<file path="config.mk">
export PLATFORM = sky130hd
export DESIGN_NAME = set_eval_flat
export DESIGN_NICKNAME = d
export VERILOG_FILES = /design/src/rtl/set_eval_if.sv /design/src/rtl/set_eval.sv /design/src/flat_wrapper.sv
export SDC_FILE = /design/constraint.sdc
export NUM_CORES = 1
export LEC_CHECK = 0
export ABC_AREA = 0
export BUFFER_PORTS_ARGS = -buffer_cell sky130_fd_sc_hd__buf_2
export CAP_MARGIN = 20
export CORE_MARGIN = 3
export CORE_UTILIZATION = 55
export DETAILED_ROUTE_END_ITERATION = 12
export PLACE_DENSITY = 0.78
export SETUP_SLACK_MARGIN = 0.5
export SYNTH_ARGS = -nofsm -noshare
export SYNTH_HDL_FRONTEND = slang
export SYNTH_SLANG_ARGS = --single-unit
</file>
<file path="constraint.sdc">
create_clock -name clk_i -period 4.9 [get_ports clk_i]
set_input_delay 0 -clock clk_i [delete_from_list [all_inputs] [get_ports clk_i]]
set_output_delay 0 -clock clk_i [all_outputs]
set_load 0.01 [all_outputs]
</file>
<file path="src/rtl/set_eval_if.sv">
// Job/coordinate bus between the SET controller, the coordinate generator and set_eval.
interface set_eval_if #(
    parameter int CNT_W = 7
);
    logic             en_i;
    logic [15:0]      central_i;
    logic [7:0]       radius_i;
    logic [1:0]       mode_i;
    logic             coord_en_o;
    logic [3:0]       start_row_o;
    logic [7:0]       coord_i;
    logic             coord_vld_i;
    logic             busy_o;
    logic             valid_o;
    logic [CNT_W-1:0] candidate_o;

    // set_eval side
    modport slave (
        input  en_i, central_i, radius_i, mode_i, coord_i, coord_vld_i,
        output coord_en_o, start_row_o, busy_o, valid_o, candidate_o
    );

    // controller / generator side
    modport master (
        output en_i, central_i, radius_i, mode_i, coord_i, coord_vld_i,
        input  coord_en_o, start_row_o, busy_o, valid_o, candidate_o
    );
endinterface

</file>
<file path="src/rtl/set_eval.sv">
// set_eval: tests each streamed grid point against two circles and counts
// the points that satisfy the selected set operation.
module set_eval #(
    parameter int         GRID_PTS  = 64,
    parameter logic [3:0] START_ROW = 4'd1,
    parameter int         CNT_W     = 7
) (
    input  logic      clk_i,
    input  logic      rst_i,
    set_eval_if.slave bus
);
    localparam int PW = $clog2(GRID_PTS) + 1;

    typedef enum logic [2:0] {IDLE, REQ, SCAN, DRAIN, DONE} state_t;

    state_t           r_state;
    logic [15:0]      r_central;
    logic [7:0]       r_radius;
    logic [1:0]       r_mode;
    logic [PW-1:0]    r_pts;
    logic             r_drain;
    logic             r_coord_en;
    logic             r_busy;
    logic             r_valid;
    logic [CNT_W-1:0] r_cand;
    logic             r_s1_vld;
    logic [8:0]       r_da;
    logic [8:0]       r_db;

    logic             w_accept;
    logic [3:0]       w_dxa, w_dya, w_dxb, w_dyb;
    logic [8:0]       w_da, w_db;
    logic [7:0]       w_ra2, w_rb2;
    logic             w_ina, w_inb, w_hit;

    function automatic logic [3:0] absdiff(input logic [3:0] a, input logic [3:0] b);
        return (a >= b) ? (a - b) : (b - a);
    endfunction

    function automatic logic [7:0] sq(input logic [3:0] d);
        return {4'b0, d} * {4'b0, d};
    endfunction

    assign w_accept = (r_state == SCAN) && bus.coord_vld_i;

    // Stage-1 distances: 4-bit absolute deltas, 8-bit squares, 9-bit sums.
    always_comb begin
        w_dxa = absdiff(bus.coord_i[7:4], r_central[15:12]);
        w_dya = absdiff(bus.coord_i[3:0], r_central[11:8]);
        w_dxb = absdiff(bus.coord_i[7:4], r_central[7:4]);
        w_dyb = absdiff(bus.coord_i[3:0], r_central[3:0]);
        w_da  = {1'b0, sq(w_dxa)} + {1'b0, sq(w_dya)};
        w_db  = {1'b0, sq(w_dxb)} + {1'b0, sq(w_dyb)};
    end

    // Stage-2 membership and set selection from the registered distances.
    always_comb begin
        w_ra2 = sq(r_radius[7:4]);
        w_rb2 = sq(r_radius[3:0]);
        w_ina = (r_da <= {1'b0, w_ra2});
        w_inb = (r_db <= {1'b0, w_rb2});
        case (r_mode)
            2'd0:    w_hit = w_ina;
            2'd1:    w_hit = w_inb;
            2'd2:    w_hit = w_ina & w_inb;
            default: w_hit = w_ina ^ w_inb;
        endcase
    end

    // Stage-1 register: capture distances of each accepted point.
    always_ff @(posedge clk_i) begin
        if (rst_i) begin
            r_s1_vld <= 1'b0;
            r_da     <= '0;
            r_db     <= '0;
        end else begin
            r_s1_vld <= w_accept;
            if (w_accept) begin
                r_da <= w_da;
                r_db <= w_db;
            end
        end
    end

    // Job FSM with registered strobes; the stage-2 count update lives here too.
    always_ff @(posedge clk_i) begin
        if (rst_i) begin
            r_state    <= IDLE;
            r_central  <= '0;
            r_radius   <= '0;
            r_mode     <= '0;
            r_pts      <= '0;
            r_drain    <= 1'b0;
            r_coord_en <= 1'b0;
            r_busy     <= 1'b0;
            r_valid    <= 1'b0;
            r_cand     <= '0;
        end else begin
            r_coord_en <= 1'b0;
            r_valid    <= 1'b0;
            if (r_s1_vld && w_hit)
                r_cand <= r_cand + CNT_W'(1);
            case (r_state)
                IDLE: begin
                    if (bus.en_i) begin
                        r_central  <= bus.central_i;
                        r_radius   <= bus.radius_i;
                        r_mode     <= bus.mode_i;
                        r_cand     <= '0;
                        r_pts      <= '0;
                        r_coord_en <= 1'b1;
                        r_busy     <= 1'b1;
                        r_state    <= REQ;
                    end
                end
                REQ: r_state <= SCAN;
                SCAN: begin
                    if (bus.coord_vld_i) begin
                        r_pts <= r_pts + PW'(1);
                        if (r_pts == PW'(GRID_PTS - 1)) begin
                            r_drain <= 1'b0;
                            r_state <= DRAIN;
                        end
                    end
                end
                // Two cycles so the final point clears both pipeline stages.
                DRAIN: begin
                    r_drain <= 1'b1;
                    if (r_drain) begin
                        r_valid <= 1'b1;
                        r_state <= DONE;
                    end
                end
                DONE: begin
                    r_busy  <= 1'b0;
                    r_state <= IDLE;
                end
                default: r_state <= IDLE;
            endcase
        end
    end

    assign bus.coord_en_o  = r_coord_en;
    assign bus.start_row_o = START_ROW;
    assign bus.busy_o      = r_busy;
    assign bus.valid_o     = r_valid;
    assign bus.candidate_o = r_cand;
endmodule

</file>
<file path="src/flat_wrapper.sv">
// flat-port wrapper written by rule: the top's interface ports become plain ports
module set_eval_flat 
#(
    parameter int         GRID_PTS  = 64,
    parameter logic [3:0] START_ROW = 4'd1,
    parameter int         CNT_W     = 7
)
  (clk_i, rst_i, bus_en_i, bus_central_i, bus_radius_i, bus_mode_i, bus_coord_i, bus_coord_vld_i, bus_coord_en_o, bus_start_row_o, bus_busy_o, bus_valid_o, bus_candidate_o);
  set_eval_if #(.CNT_W(CNT_W)) bus_i ();
  input  logic clk_i;
  input  logic rst_i;
  input wire logic [$bits(bus_i.en_i)-1:0] bus_en_i;
  input wire logic [$bits(bus_i.central_i)-1:0] bus_central_i;
  input wire logic [$bits(bus_i.radius_i)-1:0] bus_radius_i;
  input wire logic [$bits(bus_i.mode_i)-1:0] bus_mode_i;
  input wire logic [$bits(bus_i.coord_i)-1:0] bus_coord_i;
  input wire logic [$bits(bus_i.coord_vld_i)-1:0] bus_coord_vld_i;
  output wire logic [$bits(bus_i.coord_en_o)-1:0] bus_coord_en_o;
  output wire logic [$bits(bus_i.start_row_o)-1:0] bus_start_row_o;
  output wire logic [$bits(bus_i.busy_o)-1:0] bus_busy_o;
  output wire logic [$bits(bus_i.valid_o)-1:0] bus_valid_o;
  output wire logic [$bits(bus_i.candidate_o)-1:0] bus_candidate_o;
  assign bus_i.en_i = bus_en_i;
  assign bus_i.central_i = bus_central_i;
  assign bus_i.radius_i = bus_radius_i;
  assign bus_i.mode_i = bus_mode_i;
  assign bus_i.coord_i = bus_coord_i;
  assign bus_i.coord_vld_i = bus_coord_vld_i;
  assign bus_coord_en_o = bus_i.coord_en_o;
  assign bus_start_row_o = bus_i.start_row_o;
  assign bus_busy_o = bus_i.busy_o;
  assign bus_valid_o = bus_i.valid_o;
  assign bus_candidate_o = bus_i.candidate_o;
  set_eval #(.GRID_PTS(GRID_PTS), .START_ROW(START_ROW), .CNT_W(CNT_W)) u_core (.clk_i(clk_i), .rst_i(rst_i), .bus(bus_i));
endmodule
</file>
==> impl_metrics.csv <==
group,metric,value,unit
global_routing,grt_pass1_wl,22800,um
power,finalPower,3.77,mW
finish,fillers,732,
clock_network,cts.sinks,66,
worst_setup_path,worst-path-buf-inv,6,
placement,port_buffers,47,
die,die_h,108,um
sta,worst_pin_slew,0.641,ns
hold_path,min_path_cells,4,
die,die-area,11600,sq um
synthesis,yosysTopAreaCellShare,23.1,%
power,pwr_density_cell,516,nW/um^2
sta,slew_violations,0,
worst_setup_path,r2r-start,"u_core.r_central[12]",
finish,drive_gt1_share,24.7,%
die,die_w,108,um
sta,max_freq,190,MHz
worst_setup_path,rr_endpoint,"u_core.r_da[7]",
sta,hold_ws,0.130,ns
clock_network,h-tree-depth,3,
routing,initialDrtViolationCount,304,
worst_setup_path,required,5.21,ns
finish,nNetsFinal,981,
worst_setup_path,critical_path_class,"register to register",
synthesis,ys_types,54,
clock_network,worstSkewPairLatency,0.37,ns
worst_setup_path,crit_slowest_cell,"fa_1",
clock_network,cts_buffers,9,
routing,vias,5133,
finish,synthToLayoutAreaGrowth,27.9,%
hold_path,min_from,"bus_coord_vld_i",
synthesis,ys_seq_area_share,23.1,%
global_routing,overflow,0,
power,vdd_drop_max,0.000258,V
routing,wl,13700,um
routing,drt_pass1_iterations,5,
synthesis,yosysMostFrequentCell,"nand2_1",
worst_setup_path,max_stage_delay,0.50,ns
routing,ant_nets,0,
worst_setup_path,endpoint_kind,"register",
routing,via_per_inst,5.33,
synthesis,yosysTopAreaCell,"dfxtp_1",
finish,final_area,7300,sq um
job,drv_cap,0,
synthesis,syn_inst,686,
synthesis,synthArstFlopShare,0,%
global_routing,grt_use_total,24.4,%
global_routing,grt_pass1_vias,5229,
sta,fin_crit_sh,107,%
placement,placed_cell_area,6570,sq um
sta,worst_slack,-0.364,ns
routing,wire_per_inst,14.2,um
outcome,status,"finished with violations",
sta,relSlewSlack,57.3,%
global_routing,antenna_found_initial,0,
die,io-pin-count,52,
synthesis,synth_ff_type,"dfxtp_1",
synthesis,syn_area,5710,sq um
hold_path,hold_path_class,"input pin to register",
worst_setup_path,cp.arrival,5.57,ns
power,p_leak,3.50,nW
die,initial_core_util,57.4,%
sta,clock_skew,0.00739,ns
synthesis,synth_common_cells,"99 x nand2_1, 93 x inv_1, 87 x ha_1, 74 x a21oi_1, 66 x dfxtp_1",
synthesis,yosys-top-cells-area,"dfxtp_1 23%, ha_1 19%, fa_1 11%",
finish,antennaDiodeCount,0,
sta,finalCriticalPeriod,5.26,ns
clock_network,clkTransAtPathRegs,0.08,ns
placement,hpwl,9550,um
synthesis,yosysWarnings,0,
worst_setup_path,reg2reg_slack,-0.36,ns
worst_setup_path,worstSetupStartpointType,"register",
hold_path,hold_path_end,"u_core.r_s1_vld",
sta,rsz0062_at_grt,"yes",
worst_setup_path,crit_fanout,2,
clock_network,ctsLongestPathBuffers,2,
synthesis,synth_area_per_cell,8.32,sq um
worst_setup_path,reg2reg_depth,25,
routing,drc,0,
sta,setup_viol_count_final,10,
global_routing,grt_max_degree,62,
clock_network,cts-root-buf,"clkbuf_8",
finish,postLayoutCoreUtil,73.3,%
die,num_rows,36,
synthesis,synth_enable_flop_cells,0,
outcome,violations,"negative setup slack",
worst_setup_path,cp_common_cell,"fa_1",
die,core-area,9950,sq um
synthesis,ys_ff_latch,66,
placement,gp_congestion,0.939,
clock_network,cts_tree,"built",
placement,dp_slack,-0.428,ns
sta,hold_viol,0,
worst_setup_path,cp_top_family,"adder cells",
[worst register-to-register path: stages, from the launching register on]
cell,delay [ns]
dfxtp_4,0.36
ha_4,0.13
inv_2,0.04
fa_2,0.38
a21o_1,0.17
a21o_1,0.16
a21oi_2,0.16
mux2i_1,0.26
xor2_1,0.11
or2_4,0.25
fa_1,0.48
fa_1,0.50
inv_1,0.05
fa_1,0.47
inv_1,0.04
fa_1,0.48
inv_2,0.04
ha_4,0.15
inv_2,0.05
fa_2,0.19
inv_1,0.04
a21o_1,0.17
a21oi_2,0.14
xnor2_1,0.14
nand2_1,0.09
a21oi_2,0.13
[stage by stage]
step	std cells	setup TNS, ns
floorplan	688	-1.33
CTS	958	-2.21
detailed placement	906	-2.95
finish	963	-2.48
global route	963	-4.97
global placement	906	-1.51
[power by group]
part           switching [mW]  total, mW  internal, mW
sequential             0.0329      0.608         0.576
clock                   0.234      0.467         0.234
combinational            1.31       2.69          1.38
[timing repair]
action                     4_1_cts  5_1_grt
hold buffers                    27        0
gates cloned                     0        1
gates resized for setup         14       22
setup endpoints to repair       12       19
hold endpoints to repair        27        0
pin swaps                       31       14
setup buffers                    9        4
[routing by layer]
layer / vias to the layer above / track usage, % / share of wire [%]
li1: 2542 / - / -
met1: 2410 / 27.2 / 40
met2: 150 / 44.6 / 53
met3: 31 / 6.06 / 4.7
met4: 0 / 8.75 / 2.4
met5: - / 0 / 0
[area by class of cell]
class / instances / area [sq um] / area share, %
Clock buffer: 9 / 124 / 1.70
Clock inverter: 7 / 70.1 / 0.960
Inverter: 93 / 349 / 4.78
Multi-Input combinational cell: 505 / 4180 / 57.2
Sequential cell: 66 / 1330 / 18.3
Tap cell: 133 / 166 / 2.28
Timing Repair Buffer: 150 / 1080 / 14.8
[cells in the final DEF, fill, tap and decap left out, drive strengths merged, types with 2 or more instances in the layout]
cell / instances
nand4: 2
or3: 2
nor2: 34
fa: 31
and2: 9
clkinv: 5
o211ai: 2
nand4b: 3
nand2: 99
nor3: 5
o31ai: 4
inv: 93
or2: 3
nand3: 9
a21oi: 74
o21ai: 4
a221oi: 3
dfxtp: 66
nor4: 2
buf: 123
nand3b: 4
and3: 6
a21o: 26
nor2b: 7
xnor2: 14
or4: 5
nor3b: 2
xor2: 11
clkbuf: 9
mux2i: 13
nand2b: 15
conb: 4
a211oi: 5
and4b: 3
o21bai: 5
ha: 87
dlygate4sd3: 27
[how the worst max path moves through the flow]
stage	slack, ns	depth (start not counted)	to	from
detailed placement	-0.43	25	u_core.r_da[7]	u_core.r_central[12]
CTS	-0.35	25	u_core.r_da[7]	u_core.r_central[12]
global placement	-0.25	25	u_core.r_da[7]	u_core.r_central[12]
global route	-0.59	26	u_core.r_da[7]	u_core.r_central[12]
finish	-0.36	25	u_core.r_da[7]	u_core.r_central[12]
floorplan	-0.27	25	u_core.r_da[7]	u_core.r_central[12]
[sequential cells by signal (all words and copies together) (netlist names)]
register                cells
u_core.bus.busy_o           1
u_core.r_radius             8
u_core.bus.valid_o          1
u_core.bus.coord_en_o       1
u_core.r_da                 9
u_core.r_s1_vld             1
u_core.r_db                 9
u_core.r_central           16
u_core.r_pts                7
u_core.r_state              3
u_core.bus.candidate_o      7
u_core.r_mode               2
u_core.r_drain              1
[kinds of logic (layout without fill, tap and decap cells)]
family / count (synthesis) / after routing / synth area share (%)
simple gates: 210 / 210 / 17.6
compound gates: 133 / 134 / 14.7
fa+ha+maj: 118 / 118 / 29.9
buf+inv: 118 / 259 / 8.15
flops: 66 / 66 / 23.1
xor+xnor: 25 / 25 / 3.84
mux: 14 / 14 / 2.48
other cells: 2 / 4 / 0.132
Note: power is estimated with default switching activity, not from simulation.
